[src/rtl/and_gate_pbit_array.sv]
// and_gate_pbit_array: NUM_GATES independent three-p-bit AND-gate circuits (A, B, C) sharing one
// clock. A phase FSM (IDLE -> PH_A -> PH_B -> PH_C ... -> DONE) sequences the p-bit updates.
// Each gate has its own 46-bit LFSR and one of four modes: free, clamp C, clamp A/B, hold.
//
// Optional feature macro: AND_PBIT_HIST_EN. When defined, an 8-bin histogram of {A,B,C} for
// one selected gate is built. When undefined, hist_count is tied to 0.
//
// Ports:
//   sample_clk  - sole clock, rising edge
//   rst         - asynchronous active-high reset
//   start       - one-cycle run request, sampled only in IDLE
//   mode        - per-gate mode, 2 bits per gate (00 free, 01 clamp C, 10 clamp A/B, 11 hold)
//   c_clamp     - per-gate C value for mode 01
//   ab_clamp    - per-gate {A,B} values for mode 10, gate i at [2i+1:2i]
//   num_sweeps  - sweeps per run
//   busy        - high during PH_A/PH_B/PH_C
//   done        - one-cycle pulse at end of run
//   m_a/m_b/m_c - p-bit states
//   hist_sel    - gate to histogram (>= NUM_GATES disables counting)
//   hist_addr   - bin index {a,b,c}
//   hist_count  - combinational read of the selected bin
module and_gate_pbit_array #(
  parameter int unsigned NUM_GATES = 4,
  parameter int unsigned SWEEP_W   = 16,
  parameter int unsigned CNT_W     = 16,
  parameter logic [45:0] SEED_BASE = 46'h0B79406AB345
) (
  input  logic                   sample_clk,
  input  logic                   rst,
  input  logic                   start,
  input  logic [2*NUM_GATES-1:0] mode,
  input  logic [NUM_GATES-1:0]   c_clamp,
  input  logic [2*NUM_GATES-1:0] ab_clamp,
  input  logic [SWEEP_W-1:0]     num_sweeps,
  output logic                   busy,
  output logic                   done,
  output logic [NUM_GATES-1:0]   m_a,
  output logic [NUM_GATES-1:0]   m_b,
  output logic [NUM_GATES-1:0]   m_c,
  input  logic [5:0]             hist_sel,
  input  logic [2:0]             hist_addr,
  output logic [CNT_W-1:0]       hist_count
);

  typedef enum logic [2:0] {StIdle, StPhA, StPhB, StPhC, StDone} state_e;

  // Seed for gate idx: SEED_BASE rotated left by 7*idx.
  function automatic logic [45:0] rotl_seed(int unsigned idx);
    logic [91:0] dbl;
    int unsigned r;
    dbl = {SEED_BASE, SEED_BASE};
    r   = (7 * idx) % 46;
    return dbl[91 - r -: 46];
  endfunction

  state_e state_q, state_d;
  logic   run_start;
  logic   last_sweep;

  logic [SWEEP_W-1:0]     sweep_cnt_q, sweep_cnt_d;
  logic [SWEEP_W:0]       sweep_nxt;
  logic [2*NUM_GATES-1:0] mode_q, mode_d;
  logic [NUM_GATES-1:0]   c_clamp_q, c_clamp_d;
  logic [2*NUM_GATES-1:0] ab_clamp_q, ab_clamp_d;
  logic [SWEEP_W-1:0]     num_sweeps_q, num_sweeps_d;
  logic [NUM_GATES-1:0]   c_next;

  assign run_start  = (state_q == StIdle) && start;
  assign sweep_nxt  = {1'b0, sweep_cnt_q} + {{SWEEP_W{1'b0}}, 1'b1};
  assign last_sweep = sweep_nxt >= {1'b0, num_sweeps_q};

  // State register
  always_ff @(posedge sample_clk or posedge rst) begin
    if (rst) begin
      state_q <= StIdle;
    end else begin
      state_q <= state_d;
    end
  end

  // Next-state logic; the zero-sweep check uses the live input since it is latched on this edge.
  always_comb begin
    state_d = state_q;
    unique case (state_q)
      StIdle:  if (start) state_d = (num_sweeps == '0) ? StDone : StPhA;
      StPhA:   state_d = StPhB;
      StPhB:   state_d = StPhC;
      StPhC:   state_d = last_sweep ? StDone : StPhA;
      StDone:  state_d = StIdle;
      default: state_d = StIdle;
    endcase
  end

  // Outputs
  always_comb begin
    busy = (state_q == StPhA) || (state_q == StPhB) || (state_q == StPhC);
    done = (state_q == StDone);
  end

  // Run configuration and sweep counter
  always_comb begin
    mode_d       = mode_q;
    c_clamp_d    = c_clamp_q;
    ab_clamp_d   = ab_clamp_q;
    num_sweeps_d = num_sweeps_q;
    sweep_cnt_d  = sweep_cnt_q;
    if (run_start) begin
      mode_d       = mode;
      c_clamp_d    = c_clamp;
      ab_clamp_d   = ab_clamp;
      num_sweeps_d = num_sweeps;
      sweep_cnt_d  = '0;
    end else if (state_q == StPhC && !last_sweep) begin
      sweep_cnt_d = sweep_nxt[SWEEP_W-1:0];
    end
  end

  always_ff @(posedge sample_clk or posedge rst) begin
    if (rst) begin
      mode_q       <= '0;
      c_clamp_q    <= '0;
      ab_clamp_q   <= '0;
      num_sweeps_q <= '0;
      sweep_cnt_q  <= '0;
    end else begin
      mode_q       <= mode_d;
      c_clamp_q    <= c_clamp_d;
      ab_clamp_q   <= ab_clamp_d;
      num_sweeps_q <= num_sweeps_d;
      sweep_cnt_q  <= sweep_cnt_d;
    end
  end

  for (genvar g = 0; g < NUM_GATES; g++) begin : g_gate
    localparam logic [45:0] Seed = rotl_seed(g);

    logic [45:0] lfsr_q, lfsr_d;
    logic        a_q, a_d, b_q, b_d, c_q, c_d;
    logic [1:0]  gmode;
    logic        rng_a, rng_b;

    // LFSR free-runs every cycle, independent of FSM state.
    assign lfsr_d = {lfsr_q[44:0], lfsr_q[45] ^ lfsr_q[39] ^ lfsr_q[38] ^ lfsr_q[37]};
    assign rng_a  = lfsr_q[13];
    assign rng_b  = lfsr_q[29];
    assign gmode  = mode_q[2*g+1 -: 2];

    // Each phase touches only its own p-bit, reading registered values of the others.
    always_comb begin
      a_d = a_q;
      b_d = b_q;
      c_d = c_q;
      unique case (state_q)
        StPhA: begin
          case (gmode)
            2'b00:   a_d = rng_a;
            2'b01:   a_d = c_clamp_q[g] | (~b_q & rng_a);
            2'b10:   a_d = ab_clamp_q[2*g+1];
            default: ;
          endcase
        end
        StPhB: begin
          case (gmode)
            2'b00:   b_d = rng_b;
            2'b01:   b_d = c_clamp_q[g] | (~a_q & rng_b);
            2'b10:   b_d = ab_clamp_q[2*g];
            default: ;
          endcase
        end
        StPhC: begin
          case (gmode)
            2'b00, 2'b10: c_d = a_q & b_q;
            2'b01:        c_d = c_clamp_q[g];
            default:      ;
          endcase
        end
        default: ;
      endcase
    end

    always_ff @(posedge sample_clk or posedge rst) begin
      if (rst) begin
        lfsr_q <= Seed;
        a_q    <= 1'b0;
        b_q    <= 1'b0;
        c_q    <= 1'b0;
      end else begin
        lfsr_q <= lfsr_d;
        a_q    <= a_d;
        b_q    <= b_d;
        c_q    <= c_d;
      end
    end

    assign m_a[g]    = a_q;
    assign m_b[g]    = b_q;
    assign m_c[g]    = c_q;
    assign c_next[g] = c_d;
  end

`ifdef AND_PBIT_HIST_EN
  logic [5:0]       hist_sel_q, hist_sel_d;
  logic [CNT_W-1:0] hist_q [8];
  logic [CNT_W-1:0] hist_d [8];
  logic             hist_hit;
  logic [2:0]       hist_idx;

  // Bin uses the freshly written C so the count reflects the state after the sweep.
  always_comb begin
    hist_hit = 1'b0;
    hist_idx = '0;
    for (int g = 0; g < NUM_GATES; g++) begin
      if (hist_sel_q == 6'(g)) begin
        hist_hit = 1'b1;
        hist_idx = {m_a[g], m_b[g], c_next[g]};
      end
    end
  end

  always_comb begin
    hist_sel_d = run_start ? hist_sel : hist_sel_q;
    hist_d     = hist_q;
    if (run_start) begin
      for (int b = 0; b < 8; b++) hist_d[b] = '0;
    end else if (state_q == StPhC && hist_hit && hist_q[hist_idx] != '1) begin
      hist_d[hist_idx] = hist_q[hist_idx] + CNT_W'(1);
    end
  end

  always_ff @(posedge sample_clk or posedge rst) begin
    if (rst) begin
      hist_sel_q <= '0;
      for (int b = 0; b < 8; b++) hist_q[b] <= '0;
    end else begin
      hist_sel_q <= hist_sel_d;
      hist_q     <= hist_d;
    end
  end

  assign hist_count = hist_q[hist_addr];
`else
  logic unused_hist;
  assign unused_hist = ^{hist_sel, hist_addr, c_next};
  assign hist_count  = '0;
`endif

endmodule

[config.mk]
export PLATFORM = sky130hd
export DESIGN_NAME = and_gate_pbit_array
export DESIGN_NICKNAME = d
export VERILOG_FILES = /design/src/rtl/and_gate_pbit_array.sv
export SDC_FILE = /design/constraint.sdc
export NUM_CORES = 1
export LEC_CHECK = 0
export BUFFER_PORTS_ARGS = -buffer_cell sky130_fd_sc_hd__buf_4
export CAP_MARGIN = 40
export CORE_MARGIN = 2
export CORE_UTILIZATION = 60
export CTS_BUF_LIST = sky130_fd_sc_hd__clkbuf_2
export DETAILED_ROUTE_END_ITERATION = 12
export GPL_TIMING_DRIVEN = 0
export PLACE_DENSITY_LB_ADDON = 0.25
export SYNTH_ARGS = -nofsm -noshare
export SYNTH_HDL_FRONTEND = slang
export SYNTH_SLANG_ARGS = --single-unit
[constraint.sdc]
create_clock -name sample_clk -period 12.39 [get_ports sample_clk]
set_clock_uncertainty 0.1 [all_clocks]
set_input_delay 1.8585 -clock sample_clk [delete_from_list [all_inputs] [get_ports sample_clk]]
set_output_delay 1.8585 -clock sample_clk [all_outputs]
set_load 0.02 [all_outputs]
# Word-level counts from Yosys, hierarchy flattened

Index checks and enable logic that the tools add are counted.

Flip-flop bits (word level): 251
Input bits: 48
Output and inout bits: 30
Word-level logic and storage cells: 131

Add/subtract/negate cells: 1
$lt $le $gt $ge: 1
Equality and inequality tests: 13
Multiplexer cells: 18
Bitwise gates (word level): 40
Reductions and logical operators: 36

Operators with widths:

| kind                                                            | count |
|---|---|
| 16-bit 2-to-1 mux                                               | 2 |
| 1-bit case mux with 3 select lines                              | 8 |
| 2-bit AND reduction                                             | 12 |
| 16-bit by 1-bit adder with 17-bit output, second input constant | 1 |
| 17-bit by 16-bit >= comparator with 1-bit output                | 1 |
| 16-bit zero test                                                | 1 |
| 1-bit bitwise AND                                               | 12 |
| 3-bit case mux with 4 select lines                              | 1 |
| 3-bit nonzero test                                              | 4 |
| 1-bit bitwise XOR                                               | 12 |
| 2-bit nonzero test                                              | 5 |
| 3-bit 2-to-1 mux                                                | 3 |
| 2-bit by 1-bit == test with 1-bit output, second input constant | 4 |
| 2-bit == test, second input constant                            | 4 |
| 2-bit zero test                                                 | 4 |
| 1-bit NOT                                                       | 8 |
| 1-bit OR                                                        | 8 |
| 1-bit case mux with 2 select lines                              | 4 |
| 2-bit OR reduction                                              | 4 |
| 3-bit by 2-bit == test with 1-bit output, second input constant | 2 |
| 3-bit by 1-bit == test with 1-bit output, second input constant | 1 |
| 3-bit == test, second input constant                            | 1 |
| 3-bit zero test                                                 | 1 |
| 1-bit logical AND                                               | 2 |
| other kinds (3)                                                 | 4 |

# Longest topological paths before layout

Word-level depth: 6
Depth in mapped cells: 13
Depth with buffers taken out: 12

# Worst setup path after synthesis

No wires, ideal clock.

Path type: register -> register
Start: register sweep_cnt_q[0]
End: register sweep_cnt_q[10]
Setup time: 0.125 ns
Arrival: 3.009 ns
Data required time: 12.165 ns
Path slack: 9.155 ns
Stages on the path, launching flop included: 13
Buffers on the path: 1
Period minus slack after synthesis: 3.235 ns
Path through: dfrtp_1 ha_1 nand3_2 or2_2 and2_1 or2_2 ha_1 nand4_1 nor3_1 o41a_4 nor2_8 buf_12 mux2_4

Longest elaborated chain between the ends: 5
Elaborated cells on any way between the ends: 7
Classes of those cells: 1 x add/sub; 1 x order compare; 2 x mux; 3 x reduce/logical

RTL lines:

| item                                             | line | source |
|---|---|---|
| start: declaration                               | 60   | `logic [SWEEP_W-1:0] sweep_cnt_q, sweep_cnt_d;` |
| start signal: assignment                         | 130  | `sweep_cnt_q <= sweep_cnt_d;` |
| 16-bit by 1-bit adder with 17-bit output (*)     | 69   | `assign sweep_nxt = {1'b0, sweep_cnt_q} + {{SWEEP_W{1'b0}}, 1'b1};` |
| 17-bit by 16-bit >= comparator with 1-bit output | 70   | `assign last_sweep = sweep_nxt >= {1'b0, num_sweeps_q};` |
| 1-bit zero test                                  | 113  | `end else if (state_q == StPhC && !last_sweep) begin` |
| 1-bit logical AND                                | 113  |  |
| 2-bit nonzero test (no source line)              | --   |  |

Every way passes the cells marked *; elsewhere a longest branch is shown, timed or not. The select of a mux whose other input is x is not followed.
A chain may end at the register's enable or synchronous reset.

# Final worst setup path

Start: register state_q[0]
End: output done

Longest elaborated chain between the ends: 1

RTL lines:

| item                     | line | source |
|---|---|---|
| start: declaration       | 56   | `state_e state_q, state_d;` |
| start signal: assignment | 75   | `state_q <= StIdle;` |
| start signal: assignment | 77   | `state_q <= state_d;` |
| 3-bit == test            | 97   | `done = (state_q == StDone);` |
| end: declaration         | 36   | `output logic done,` |

Every way passes these cells.

==> impl_metrics.csv <==
group,metric,value,unit
sta,maxSlewHeadroom,0.443,
worst_setup_path,critPathRequiredTime,10.43,ns
worst_setup_path,cp-end-kind,"primary output",
placed_design,place_hpwl,10200,um
routing,ant_nets,0,
cells_and_area,layout-drive-gt1-share,0.357,
global_routing,grt_max_degree,115,
floorplanning,dieArea,0.0160,mm^2
floorplanning,rows,44,
cells_and_area,multi_input_area,0.00225,mm^2
pwr,vdd_drop_max,0.0897,mV
cells_and_area,seq_area,0.00639,mm^2
pwr,power_density,197,mW/mm^2
cells_and_area,antennaDiodeCount,0,
routing,wl_per_cell,15.6,um
floorplanning,die_h,126,um
clocking,cts_setup_buffers,0,
cells_and_area,nets,865,
routing,drt-vias-per-instance,5.08,
clocking,h-tree-depth,2,
sta,fmax,253,MHz
worst_setup_path,cp_data_arrival_time,2.00,ns
sta,slew_violations,0,
clocking,path_clk_slew,0.11,ns
worst_setup_path,cp-start-kind,"flop",
pwr,power_leakage,5.13,nW
routing,wl,15900,um
logic_synthesis,ys_ff_latch,251,
clocking,cts-root-buf,"clkbuf_2",
pwr,intPower,1.34,mW
outcome,status,"finished, final reports clean",
placed_design,globalplace.congestion,0.813,
floorplanning,ioPinCount,78,
clocking,clkLatencyLatePin,0.80,ns
cells_and_area,postLayoutCoreUtil,0.704,
logic_synthesis,postSynth.asyncResetShare,1.00,
sta,final.setup.tns,0,ns
logic_synthesis,avgSynthCellArea,13.6,um^2
logic_synthesis,ys_types,49,
routing,dr.pass1.iters,4,
logic_synthesis,synth-edff-count,0,
pwr,seq_power_share,0.483,
clocking,cts_buffers,58,
logic_synthesis,synth-main-ff-cell,"dfrtp_1",
floorplanning,start_util,0.616,
placed_design,portBuffers,52,
global_routing,gr-usage-all-layers,0.213,
routing,drt-initial-drc-count,235,
clocking,ctsResizeCount,0,
sta,report.final.setup_viol,0,
floorplanning,die_w,126,um
pwr,pwr-share-clk,0.252,
global_routing,grt_pass1_vias,5544,
routing,vias,5191,
global_routing,grt_antenna_before_repair,0,
clocking,cts_tree,"done",
logic_synthesis,yosys_warnings,0,
clocking,ctsHoldBuffers,0,
pwr,pwr-share-comb,0.265,
sta,rsz0062_at_grt,"no",
routing,drcViolationCount,0,
floorplanning,fp.coreArea,0.0146,mm^2
sta,post-route-period-util,0.319,
cells_and_area,num-fill-cells,1075,
pwr,switching_share,0.336,
worst_setup_path,crit_fanout,8,
sta,hold_viol_final,0,
sta,layout_min_cycle_time,3.95,ns
worst_setup_path,worstSetupPathType,"reg2out",
cells_and_area,area_growth_syn_to_layout,14.2,%
logic_synthesis,syn-instance-count,659,
pwr,p_sw,0.678,mW
global_routing,overflow,0,
flow_run,maxCapViolCount,0,
worst_hold_path,hold_class,"reg2reg",
sta,worstMarginPinSlew,0.826,ns
clocking,cts.sinks,251,
global_routing,grt_pass1_wl,27000,um
logic_synthesis,netlist_area,0.00899,mm^2
logic_synthesis,synth-seq-area-share,0.710,
clocking,clk_path_buf_depth,3,
==> worst max-delay path, cell delays in order, from the launching register on <==
cell,delay (ns)
dfrtp_1,0.38
clkbuf_1,0.18
nor2_1,0.32
and2_1,0.18
buf_4,0.14
==> power by group through the flow <==
stage	Sequential (mW)	Combinational, mW	Clock [mW]
finish	0.975	0.536	0.509
global route	0.988	0.602	0.576
CTS	0.975	0.538	0.534
detailed placement	0.988	0.534	0
global placement	0.983	0.512	0
floorplan	0.969	0.397	0
==> Yosys cell counts (all sizes together), types with 6 or more instances <==
cell    instances  area [um^2]
dfrtp         167         4180
or2             6         37.5
nor2           40          166
xnor2          14          123
buf            34          253
o21ai          38          190
xor2            9         78.8
nor2b          17          106
mux2           14          188
nand3b          7         52.6
ha             29          363
dfstp          84         2210
nand3          21          110
clkbuf          9         33.8
a21oi          14         70.1
inv            34          128
nand4           8         50.1
nand2          65          244
==> sequential cells by signal, summed over array words and instances (netlist names) <==
signal / flops
state_q: 3
g_gate.b_q: 4
g_gate.a_q: 4
mode_q: 8
g_gate.lfsr_q: 184
ab_clamp_q: 8
sweep_cnt_q: 16
g_gate.c_q: 4
num_sweeps_q: 16
c_clamp_q: 4
==> layout make-up <==
type | count | share of cell area
multi-input cells | 346 | 0.219
clock inverters | 15 | 0.00634
flip-flops and latches | 251 | 0.622
inverters | 34 | 0.0132
repair buffers | 54 | 0.0434
well taps | 184 | 0.0224
clock buffers | 95 | 0.0463
plain buffers | 43 | 0.0279
==> through the flow <==
stage                     cell area (um^2)  worst slack [ns]  hold slack (ns)  total power [mW]  cells
after floorplan                       9050              3.67            0.231              1.37    674
after global placement                9670              1.86            0.235              1.50    910
after detailed placement              9730              8.86            0.235              1.52    912
after CTS                            10300              8.37            0.240              2.05   1022
after global routing                 10300              8.30            0.233              2.17   1022
final                                10300              8.44            0.241              2.02   1022
==> final timing paths <==
check / from / to / slack [ns] / cells after the start
min in group asynchronous: rst / ab_clamp_q[3] / 0.98 / 2
setup / recovery: state_q[0] / done / 8.44 / 4
hold / removal: g_gate[1].lfsr_q[18] / g_gate[1].lfsr_q[19] / 0.24 / 0
hold reg to reg: g_gate[1].lfsr_q[18] / g_gate[1].lfsr_q[19] / 0.24 / 0
max in group asynchronous: rst / sweep_cnt_q[11] / 9.98 / 4
setup reg to reg: sweep_cnt_q[0] / sweep_cnt_q[11] / 8.78 / 13
==> cell families after synthesis <==
family / count (synthesis) / synth area share
other: 1 / 0.000417
adders and majority gates: 29 / 0.0404
muxes: 14 / 0.0209
AOI/OAI and AO/OA: 82 / 0.0585
DFF: 251 / 0.710
buffers and inverters: 77 / 0.0461
and+or+nand+nor: 182 / 0.101
xor gates and xnor gates: 23 / 0.0224
==> metal layers <==
layer / GRT usage / vias to the layer above / share of wire
li1: - / 2436 / -
met1: 0.290 / 2611 / 0.45
met2: 0.337 / 112 / 0.48
met3: 0.0498 / 32 / 0.045
met4: 0.0860 / 0 / 0.021
met5: 0 / - / 0
==> placed cells by master, fill, tap and decap left out, types with 4 or more instances in the layout <==
master,n
a21oi_1,14
inv_1,33
nand3b_1,7
o211ai_1,5
xor2_1,9
ha_1,29
o21ai_0,38
mux2_4,8
conb_1,16
a22oi_1,4
nand3_1,20
and2_1,4
dfrtp_1,167
nand4_1,8
a2111oi_0,4
nor2b_1,17
clkbuf_1,9
or2_2,6
o22ai_1,4
nor4_1,4
clkbuf_2,95
buf_4,80
mux2_2,6
xnor2_1,14
dfstp_2,84
clkinv_1,11
nor2_1,39
nand2_1,65
a31oi_1,4
Note: power is estimated with default switching activity, not from simulation.
